File: config.mk
export PLATFORM = sky130hd
export DESIGN_NAME = arb_mux
export DESIGN_NICKNAME = d
export VERILOG_FILES = /design/src/rtl/arb_mux.sv
export SDC_FILE = /design/constraint.sdc
export NUM_CORES = 1
export LEC_CHECK = 0
export CAP_MARGIN = 10
export CORE_ASPECT_RATIO = 0.75
export CORE_MARGIN = 8
export CORE_UTILIZATION = 38
export CTS_BUF_LIST = sky130_fd_sc_hd__clkbuf_8
export CTS_CLUSTER_SIZE = 28
export DETAILED_ROUTE_END_ITERATION = 8
export PLACE_DENSITY_LB_ADDON = 0.1
export SYNTH_ARGS = -nofsm -noshare
export SYNTH_HDL_FRONTEND = slang
export SYNTH_SLANG_ARGS = --single-unit
File: constraint.sdc
create_clock -name clk -period 1.96 [get_ports clk]
set_input_delay 0.196 -clock clk [delete_from_list [all_inputs] [get_ports clk]]
set_output_delay 0.196 -clock clk [all_outputs]
set_load 0.03 [all_outputs]
File: src/rtl/arb_mux.sv
// Registered NUM-channel arbitrating multiplexer with valid/ready on every port.
// Fixed-priority or round-robin grant feeds a single output register stage.
module arb_mux #(
  parameter int WIDTH = 32,
  parameter int NUM   = 4,
  parameter int RR    = 1,
  parameter int SELW  = $clog2(NUM)
) (
  input  logic                 clk,
  input  logic                 resetn,
  input  logic [NUM-1:0]       in_valid,
  input  logic [NUM*WIDTH-1:0] in_data,
  output logic [NUM-1:0]       in_ready,
  output logic                 out_valid,
  output logic [WIDTH-1:0]     out_data,
  output logic [SELW-1:0]      out_sel,
  input  logic                 out_ready
);

  localparam int CW = SELW + 1;

  logic             out_valid_q, out_valid_d;
  logic [WIDTH-1:0] out_data_q,  out_data_d;
  logic [SELW-1:0]  out_sel_q,   out_sel_d;
  logic [SELW-1:0]  rr_ptr_q,    rr_ptr_d;

  logic             load;
  logic             grant_found;
  logic [SELW-1:0]  grant_idx;
  logic [CW-1:0]    cand;
  logic [WIDTH-1:0] chan_data [NUM];

  for (genvar i = 0; i < NUM; i++) begin : g_unpack
    assign chan_data[i] = in_data[i*WIDTH +: WIDTH];
  end

  assign load = !out_valid_q || out_ready;

  // Search order starts one past the last winner and wraps modulo NUM.
  always_comb begin
    grant_found = 1'b0;
    grant_idx   = '0;
    cand        = '0;
    for (int unsigned k = 0; k < NUM; k++) begin
      if (RR != 0) begin
        cand = {1'b0, rr_ptr_q} + CW'(k + 1);
        if (cand >= CW'(NUM)) begin
          cand = cand - CW'(NUM);
        end
      end else begin
        cand = CW'(k);
      end
      if (!grant_found && in_valid[cand[SELW-1:0]]) begin
        grant_found = 1'b1;
        grant_idx   = cand[SELW-1:0];
      end
    end
  end

  always_comb begin
    out_valid_d = out_valid_q;
    out_data_d  = out_data_q;
    out_sel_d   = out_sel_q;
    rr_ptr_d    = rr_ptr_q;
    in_ready    = '0;
    if (load) begin
      out_valid_d = grant_found;
      if (grant_found) begin
        out_data_d = chan_data[grant_idx];
        out_sel_d  = grant_idx;
        if (RR != 0) begin
          rr_ptr_d = grant_idx;
        end
        // A beat accepted on a reset edge would be lost, so no handshake then.
        in_ready[grant_idx] = resetn;
      end
    end
  end

  always_ff @(posedge clk) begin
    if (!resetn) begin
      out_valid_q <= 1'b0;
      out_data_q  <= '0;
      out_sel_q   <= '0;
      rr_ptr_q    <= SELW'(NUM - 1);
    end else begin
      out_valid_q <= out_valid_d;
      out_data_q  <= out_data_d;
      out_sel_q   <= out_sel_d;
      rr_ptr_q    <= rr_ptr_d;
    end
  end

  assign out_valid = out_valid_q;
  assign out_data  = out_data_q;
  assign out_sel   = out_sel_q;

endmodule

==> reports/results.ini <==
[run_status]
outcome=finished clean

[global_routing]
grt_pass1_vias=3008
antenna_found_initial=0
grt_first_pass_wirelength_um=15500
grt_overflow=0
grt_util_all_layers_pct=18.9
grt_max_degree=38

[pwr]
comb_power_share_pct=48.0
power_frac_clock_pct=22.7
switching_power_mw=1.05
swShare_pct=33.8
power_density_nw_per_um2=648
p_seq_share_pct=29.4
p_leak_nw=1.84
intPower_mw=2.05
power.total_mw=3.10
ir_drop_mv=0.452

[finish]
syn2layout_area_growth_pct=76.5
final_cell_count_no_fill=556
antenna_cells=0
finalCoreUtilization_pct=69.7
drive_gt1_share_pct=23.8
nets=592
fill_cells=548

[sta]
worst_pin_slew_ns=0.381
fmax_mhz=527
fin_skew_ns=0.00487
maxSlewHeadroom_pct=74.4
period_share_pct=96.8
hold_viol=0
rsz0062_at_grt=false
setup_viol=0
slew_viol_final=0
timing.final.ws_setup_ns=0.0634
period_minus_slack_ns=1.90

[synthesis]
netlist_area_um2=2710
synth_ff_type=dfxtp_1
yosysWarnings=0
syn-num-nets=403
synth_area_leaders=dfxtp_1 27%, mux2i_1 15%, a211oi_2 11%
synth.distinct_cells=41
synth_seq_cells=37
syn_inst=268
synth_edf_count=0
synth_top_area_share_pct=27.3
syn_area_per_cell_um2=10.1
ys_async_sr_fraction_pct=0
ys_seq_area_share_pct=27.3
yosysTopAreaCell=dfxtp_1

[die]
fp.coreArea_um2=6860
io_pins=174
dieArea_um2=10100
rows=26
die_x_um=114
initial_utilization_pct=39.5
die_y_um=89.2

[routing]
antenna_left=0
via_count=2868
viasPerCell=5.16
drc=0
wl_per_cell_um=18.0
routed_wl_um=9990
drtIter0Drc=113
drt_pass1_iterations=4

[placement]
placedCellCount=547
dp_worst_setup_slack_ns=-0.198
hpwl_um=7990
port_buffers=173
gp_congestion=0.812

[clocking]
cts-root-buf=clkbuf_8
clk_path_buf_depth=2
numCtsBuffers=5
clkLatencyLatePin_ns=0.28
path_clk_slew_ns=0.08
htree_levels=2
cts_tree=done
clock_sinks=37

[critical_path]
setup.worst_path.start_class=input pin
reg2reg_slack_ns=0.22
required_ns=1.76
endpoint_kind=output pin
crit_arrival_ns=1.70
cp_max_fo=7
crit_type=in2out
reg2reg_from=rr_ptr_q[0]
r2r_end=out_data[15]
worst_r2r_path_depth=7

[min_path]
hold_end=out_sel[1]
worstHoldPathCells=2
min_path_type=reg2reg
min-delay-start=out_sel[1]

[run]
maxCapViolations=0

-- power by group through the flow --
stage                     Combinational, mW  Sequential (mW)  Clock, mW
final                                  1.49            0.911      0.703
after global routing                   1.58            0.925      0.745
after CTS                              1.49            0.910      0.715
after detailed placement               1.48            0.925          0
after global placement                 1.46            0.920          0
after floorplan                       0.665             1.11          0
-- flip-flops by register name, indices dropped and copies added (netlist names) --
| register | cells |
|---|---|
| out_data | 32 |
| out_sel | 2 |
| out_valid | 1 |
| rr_ptr_q | 2 |
-- layer usage --
layer	vias up	share of wire [%]	GRT usage (%)
met5	-	0	0
li1	1425	-	-
met4	0	0	0.723
met2	94	46	30.9
met1	1349	46	25.0
met3	0	7.3	6.14
-- critical path, cell delays in order --
cell	delay (ns)
dlygate4sd2_1	0.33
or4_4	0.57
and2_4	0.17
nand2_4	0.06
or2_1	0.16
nor2_1	0.05
buf_4	0.17
-- synth_stat cells (2+ instances only) --
| master | instances |
|---|---|
| buf_12 | 5 |
| clkbuf_8 | 2 |
| o21ai_0 | 19 |
| o211ai_2 | 6 |
| nand2_1 | 2 |
| mux2i_1 | 40 |
| nand4_1 | 6 |
| o31ai_1 | 6 |
| o21ai_1 | 11 |
| nor2_1 | 8 |
| clkbuf_1 | 7 |
| nand2_4 | 2 |
| nand3_1 | 17 |
| buf_6 | 5 |
| dfxtp_1 | 37 |
| nand2b_1 | 3 |
| mux2_2 | 8 |
| a211oi_2 | 24 |
| a21o_1 | 7 |
| o31a_1 | 10 |
| buf_2 | 4 |
| a211oi_1 | 12 |
| buf_4 | 2 |
| o31a_2 | 8 |
-- cell usage in the layout (no fill, tap or decap), types with 3 or more instances in the layout --
| cell type | netlist | layout |
|---|---|---|
| nand3_1 | 17 | 17 |
| nand4_1 | 6 | 6 |
| dlygate4sd2_1 | 0 | 3 |
| o21ai_0 | 19 | 19 |
| buf_4 | 2 | 31 |
| o31a_2 | 8 | 8 |
| dfxtp_1 | 37 | 35 |
| mux2i_1 | 40 | 40 |
| o31ai_1 | 6 | 6 |
| mux2_2 | 8 | 8 |
| a21o_1 | 7 | 7 |
| nor2_1 | 8 | 8 |
| o211ai_2 | 6 | 6 |
| buf_12 | 5 | 6 |
| clkbuf_8 | 2 | 6 |
| a211oi_1 | 12 | 12 |
| o21ai_1 | 11 | 11 |
| clkdlybuf4s50_1 | 0 | 166 |
| o31a_1 | 10 | 10 |
| a211oi_2 | 24 | 24 |
-- area by class of cell --
type / instances / area, µm² / area share [%]
Multi-Input combinational cell: 206 / 1750 / 36.5
Clock buffer: 6 / 82.6 / 1.73
Tap cell: 98 / 123 / 2.56
Timing Repair Buffer: 207 / 2050 / 42.9
Sequential cell: 37 / 743 / 15.5
Clock inverter: 2 / 37.5 / 0.784
-- stage by stage --
stage | area (µm²) | setup TNS [ns] | hold WS [ns]
2_1_floorplan | 2710 | 0 | 0.378
5_1_grt | 4790 | 0 | 0.474
6_report | 4790 | 0 | 0.458
3_5_place_dp | 4640 | -4.75 | 0.451
3_3_place_gp | 4640 | -2.94 | 0.442
4_1_cts | 4780 | 0 | 0.462
-- cells by family after synthesis --
group	synth area share [%]
AO/OA/AOI/OAI	35.0
multiplexers	18.1
AND/OR/NAND/NOR	10.6
flip-flops	27.3
buffers and inverters	9.04
-- timing repair --
item,CTS,global route
endpoints found under the setup margin,4,4
setup buffers,1,0
gates resized for setup,6,2
hold buffers,0,0
pin swaps,1,0
-- worst max path at each step --
| stage | startpoint | to | slack, ns | cells after the start |
|---|---|---|---|---|
| detailed placement | in_valid[1] | out_data[10] | -0.20 | 7 |
| CTS | rr_ptr_q[0] | in_ready[2] | 0.03 | 7 |
| global route | rr_ptr_q[1] | in_ready[1] | 0.01 | 5 |
| finish | in_valid[1] | in_ready[1] | 0.06 | 7 |
| global placement | in_valid[1] | out_data[10] | -0.16 | 7 |
| floorplan | rr_ptr_q[0] | in_ready[0] | 0.03 | 6 |
No activity file was read; power rests on OpenSTA's default activity.
